File: config.mk
export PLATFORM = sky130hd
export DESIGN_NAME = v_chunk_tx
export DESIGN_NICKNAME = d
export VERILOG_FILES = /design/src/rtl/v_chunk_tx.sv
export SDC_FILE = /design/constraint.sdc
export NUM_CORES = 1
export LEC_CHECK = 0
export ABC_AREA = 0
export CORE_ASPECT_RATIO = 1.4
export CORE_UTILIZATION = 51
export DETAILED_ROUTE_END_ITERATION = 8
export PLACE_DENSITY_LB_ADDON = 0.08
export SLEW_MARGIN = 10
export SYNTH_ARGS = -nofsm -noshare
export SYNTH_HDL_FRONTEND = slang
export SYNTH_SLANG_ARGS = --single-unit
File: constraint.sdc
create_clock -name CLK -period 1.9 [get_ports CLK]
set_clock_uncertainty 0.1 [all_clocks]
set_input_delay 0.19 -clock CLK [delete_from_list [all_inputs] [get_ports CLK]]
set_output_delay 0.19 -clock CLK [all_outputs]
set_load 0.02 [all_outputs]
File: src/rtl/v_chunk_tx.sv
// v_chunk_tx: transmit-side consumer of the virtual-peripheral chunk
// interface. Arbitrates round-robin between two chunk sources (A, B),
// serialises the granted chunk as a 4-byte frame
// (SYNC, type, payload, csum) over a byte-wide valid/ready TX port,
// and pulses the granted source's done for one cycle after the frame.
module v_chunk_tx #(
  parameter logic [7:0] SYNC_BYTE = 8'h7E
) (
  input  logic       CLK,
  input  logic       reset,
  input  logic       a_should_update,
  input  logic [7:0] a_chunk_type,
  input  logic [7:0] a_chunk_bytes,
  output logic       a_done,
  input  logic       b_should_update,
  input  logic [7:0] b_chunk_type,
  input  logic [7:0] b_chunk_bytes,
  output logic       b_done,
  output logic [7:0] tx_data,
  output logic       tx_valid,
  input  logic       tx_ready,
  output logic       busy
);

  typedef enum logic [2:0] {
    IDLE         = 3'd0,
    SEND_SYNC    = 3'd1,
    SEND_TYPE    = 3'd2,
    SEND_PAYLOAD = 3'd3,
    SEND_CSUM    = 3'd4,
    ACK          = 3'd5
  } state_t;

  // Frame checksum covers the sync byte too, so a receiver can XOR all four bytes to zero.
  function automatic logic [7:0] frame_csum(input logic [7:0] typ, input logic [7:0] pay);
    frame_csum = typ ^ pay ^ SYNC_BYTE;
  endfunction

  state_t     state_q, state_d;
  logic       last_grant_q, last_grant_d;   // 1'b0 = A, 1'b1 = B
  logic [7:0] type_q, type_d;
  logic [7:0] payload_q, payload_d;
  logic [7:0] csum_q, csum_d;
  logic [7:0] tx_data_q, tx_data_d;
  logic       tx_valid_q, tx_valid_d;
  logic       a_done_q, a_done_d;
  logic       b_done_q, b_done_d;
  logic       xfer_s;
  logic       grant_b_s;
  logic [7:0] sel_type_s;
  logic [7:0] sel_payload_s;

  assign xfer_s = tx_valid_q & tx_ready;

  // B wins when it is the only requester, or on a tie when A was granted last.
  assign grant_b_s     = b_should_update & (~a_should_update | ~last_grant_q);
  assign sel_type_s    = grant_b_s ? b_chunk_type  : a_chunk_type;
  assign sel_payload_s = grant_b_s ? b_chunk_bytes : a_chunk_bytes;

  // Next-state and next-output logic; every register holds unless a step below moves it.
  always_comb begin
    state_d      = state_q;
    last_grant_d = last_grant_q;
    type_d       = type_q;
    payload_d    = payload_q;
    csum_d       = csum_q;
    tx_data_d    = tx_data_q;
    tx_valid_d   = tx_valid_q;
    a_done_d     = 1'b0;
    b_done_d     = 1'b0;
    case (state_q)
      IDLE: begin
        if (a_should_update || b_should_update) begin
          type_d       = sel_type_s;
          payload_d    = sel_payload_s;
          csum_d       = frame_csum(sel_type_s, sel_payload_s);
          last_grant_d = grant_b_s;
          tx_data_d    = SYNC_BYTE;
          tx_valid_d   = 1'b1;
          state_d      = SEND_SYNC;
        end else begin
          tx_valid_d   = 1'b0;
        end
      end
      SEND_SYNC: begin
        if (xfer_s) begin
          tx_data_d = type_q;
          state_d   = SEND_TYPE;
        end else begin
          state_d   = SEND_SYNC;
        end
      end
      SEND_TYPE: begin
        if (xfer_s) begin
          tx_data_d = payload_q;
          state_d   = SEND_PAYLOAD;
        end else begin
          state_d   = SEND_TYPE;
        end
      end
      SEND_PAYLOAD: begin
        if (xfer_s) begin
          tx_data_d = csum_q;
          state_d   = SEND_CSUM;
        end else begin
          state_d   = SEND_PAYLOAD;
        end
      end
      SEND_CSUM: begin
        if (xfer_s) begin
          tx_valid_d = 1'b0;
          a_done_d   = ~last_grant_q;
          b_done_d   = last_grant_q;
          state_d    = ACK;
        end else begin
          state_d    = SEND_CSUM;
        end
      end
      ACK: begin
        state_d = IDLE;
      end
      default: begin
        tx_valid_d = 1'b0;
        state_d    = IDLE;
      end
    endcase
  end

  // State and output registers; synchronous reset abandons any frame in flight.
  always_ff @(posedge CLK) begin
    if (reset) begin
      state_q      <= IDLE;
      last_grant_q <= 1'b1;
      type_q       <= 8'h00;
      payload_q    <= 8'h00;
      csum_q       <= 8'h00;
      tx_data_q    <= 8'h00;
      tx_valid_q   <= 1'b0;
      a_done_q     <= 1'b0;
      b_done_q     <= 1'b0;
    end else begin
      state_q      <= state_d;
      last_grant_q <= last_grant_d;
      type_q       <= type_d;
      payload_q    <= payload_d;
      csum_q       <= csum_d;
      tx_data_q    <= tx_data_d;
      tx_valid_q   <= tx_valid_d;
      a_done_q     <= a_done_d;
      b_done_q     <= b_done_d;
    end
  end

  assign tx_data  = tx_data_q;
  assign tx_valid = tx_valid_q;
  assign a_done   = a_done_q;
  assign b_done   = b_done_q;
  assign busy     = (state_q != IDLE);

endmodule

==> qor.txt <==
Power per cell area -> 778.8 nW/um^2
Worst skew pair latency -> 0.29 ns
Worst Setup Path Type -> reg2out
Sequential area share after synthesis -> 0.3476
Critical path origin -> state_q[0]
Buf/Inv on CP -> 2
DR top layer -> met4
# DRC -> 0
CTS Root Cell -> clkbuf_8
Crit path largest cell delay -> 0.53 ns
Area growth syn-to-layout -> 29.81%
Finished Layout Cells -> 332
Initial Util -> 0.5298
Worst path depth -> 3
Final Setup Violations -> 0
Filler Cell Count -> 367
Iteration-0 DRC Markers -> 46
Post-DP HPWL -> 3.462 mm
Area taken by multi-input logic gates -> 1286 sq um
TritonCTS clock tree -> done
Post-route setup slack -> 0.1289 ns
Distinct cells, synth -> 42
Area of the core -> 4239 sq um
Max Buffers Root-to-Sink -> 2
Cell count of the worst reg-to-reg path -> 4
Pin count of the biggest net entering global routing -> 36
Global-route wire length before repair -> 7.983 mm
Outcome -> completed
H-tree levels -> 2
RSZ-0062 raised after global routing -> no
Final hold vios -> 0
Layout Nets -> 308
R2r endpoint -> tx_data[4]
Placed insts -> 322
Drt first pass iters -> 4
Worst endpoint required time -> 1.61 ns
Port Buf Inserts -> 48
WL met1 -> 2.157 mm
Final ANT Viol Nets -> 0
Final WL -> 4.823 mm
Peak supply drop -> 0.4641 mV
Family with the most delay on the worst path -> buffers and inverters
Layout cell share with drive strength beyond 1 -> 0.1838
Reg2reg setup slack -> 0.28 ns
Max Slew Vio Count -> 0
Routed wl met2 -> 2.430 mm
Die height -> 80.52 microns
Pwr Total -> 2.270 mW
FF+latch area -> 780.7 sq um
Crit-path max FO -> 4
Synthesis-stage register bit count -> 39
Max Cap Viol -> 0
Global placer's final weighted congestion -> 0.8250
Site Rows -> 28
LEAKAGE -> 1.097 nW
Cells after Synth -> 222
Inserted Clock Buffers -> 5
Initial antenna violation count -> 0
Die Width -> 58.09 microns
GRT overflow -> 0
CP startpoint kind -> flip-flop
Setup TNS -> 0 ns
Critical Path End -> busy
Crit end category -> output port
Peak Freq -> 564.6 MHz
Period utilization -> 0.9322
Hold Path Class -> reg2reg
Syn nets -> 259
CTS clk-pin slew, worst paths -> 0.07 ns
Die Footprint -> 4677 sq um
Crit path time final -> 1.771 ns
Cell area after synthesis -> 2246 sq um
Mean Syn Cell Area -> 10.12 sq um
Top-Level Pins -> 49
Met3 Routed Length -> 159 microns
Hold WS -> 0.3582 ns
Rel. slew slack -> 0.7480
Yosys warns -> 0
Reg2reg start -> state_q[1]
Crit path DAT -> 1.48 ns
Pre-CTS setup slack -> 0.07160 ns
Routed vias -> 1,810
CTS sink count -> 39
Vias in the first global route -> 1,795
Gates resized, CTS repair -> 0
Total global-route track usage -> 0.2240
Routed vias/inst -> 5.452
Slowest cell on the critical path -> clkdlybuf4s50_1
Worst-Margin Slew -> 0.3780 ns
Routed wire per std cell -> 14.53 microns
Antenna diodes -> 0
Critical path cell sequence -> nor3_4, inv_1, clkdlybuf4s50_1
## power breakdown
part           total, mW  internal [mW]  switching, mW  leakage [nW]
combinational      0.697          0.358          0.339         0.723
clock              0.606          0.331          0.275        0.0515
sequential         0.967          0.912         0.0549         0.323
## layout make-up
type,instances,area share
timing repair buffer,64,0.2232
sequential,39,0.2678
inverter,6,0.007725
tap,60,0.02575
multi-input combinational,155,0.4412
clock buffer,8,0.03433
## worst reg2reg max path: cells and delay by family, from the launching register on
| kind | cells | cell delay, ns |
|---|---|---|
| AOI/OAI and AO/OA | 1 | 0.28 |
| and+or+nand+nor | 1 | 0.36 |
| DFF | 1 | 0.38 |
| muxes | 1 | 0.22 |
| buffers and inverters | 1 | 0.22 |
## cells by family (layout without fill, tap and decap cells)
| logic type | Yosys count | after routing | share of synthesized area |
|---|---|---|---|
| buf+inv | 28 | 78 | 0.08468 |
| mux | 38 | 38 | 0.1716 |
| compound gates | 68 | 68 | 0.2479 |
| flops | 39 | 39 | 0.3476 |
| simple gates | 32 | 32 | 0.08191 |
| xor+xnor | 17 | 17 | 0.06629 |
## layer usage
layer  vias to the layer above  global-route usage
met5                         -                   0
met4                         0             0.08333
met2                        48              0.3862
li1                        913                   -
met1                       843              0.2681
met3                         6             0.04831
## metrics by stage
| stage | instance area, sq um | util |
|---|---|---|
| final | 2915 | 0.6877 |
| after global routing | 2915 | 0.6877 |
| after CTS | 2900 | 0.6842 |
| after detailed placement | 2800 | 0.6606 |
| after global placement | 2800 | 0.6606 |
| after floorplan | 2246 | - |
## cells in the final DEF (no fill, tap or decap), types with 2 or more instances in the layout
master           count
xor2_1               5
clkbuf_8             7
nand2_1             10
clkdlybuf4s50_1     48
nand3_1              4
inv_1                5
nor2b_1              5
a211oi_2            18
mux2_2               4
a21oi_1             27
o22ai_1              4
xnor2_1             12
dfxtp_1             39
a211oi_1             4
buf_12               4
nor3_1               2
a221o_1              4
mux2i_1             34
buf_4               12
## Yosys cell counts
master      n  share of area
nand2_1    10          0.017
or2_2       1         0.0028
a31oi_1     1         0.0028
buf_4       3          0.010
and2_4      1         0.0039
a211oi_1    4          0.013
buf_6       9          0.045
a21oi_1    27          0.060
nor2_1      1         0.0017
buf_2       5          0.011
mux2_2      4          0.020
xnor2_1    12          0.047
a22oi_4     1         0.0095
nand3b_1    1         0.0033
a22o_1      1         0.0039
a211oi_2   18           0.10
nor3_1      2         0.0045
inv_1       5         0.0084
mux2i_1    34           0.15
and3_1      1         0.0028
o21ai_0     1         0.0022
nand4_1     1         0.0028
o2bb2ai_1   1         0.0039
and3b_1     1         0.0039
nor2b_1     5          0.014
nor4b_1     1         0.0039
o211ai_1    1         0.0033
clkbuf_1    5         0.0084
a21o_1      1         0.0033
o22ai_1     4          0.011
xor2_1      5          0.019
nor4_1      1         0.0028
a2111o_1    1         0.0050
a22oi_1     1         0.0033
dfxtp_1    39           0.35
or2_0       1         0.0028
clkinv_1    1         0.0017
a21boi_0    1         0.0033
nand3_1     4         0.0089
a221o_1     4          0.018
a32o_1      1         0.0045
nor3_4      1         0.0072
## registers in the layout, summed over array words and instances, names as in the netlist
signal	flops
payload_q	8
state_q	3
a_done	1
b_done	1
tx_valid	1
last_grant_q	1
tx_data	8
type_q	8
csum_q	8
## worst min-delay path by stage
stage	to	cells past startpoint	from
detailed placement	tx_data[3]	2	tx_data[3]
floorplan	last_grant_q	2	b_should_update
finish	tx_data[3]	2	tx_data[3]
global placement	tx_data[5]	2	tx_data[5]
CTS	tx_data[3]	2	tx_data[3]
global route	tx_data[4]	2	tx_data[4]
## timing repair
| action | 4_1_cts | 5_1_grt |
|---|---|---|
| setup endpoints to repair | 0 | 1 |
| hold buffers | 0 | 0 |
| buffers inserted | 0 | 2 |
Note: power is estimated with default switching activity, not from simulation.
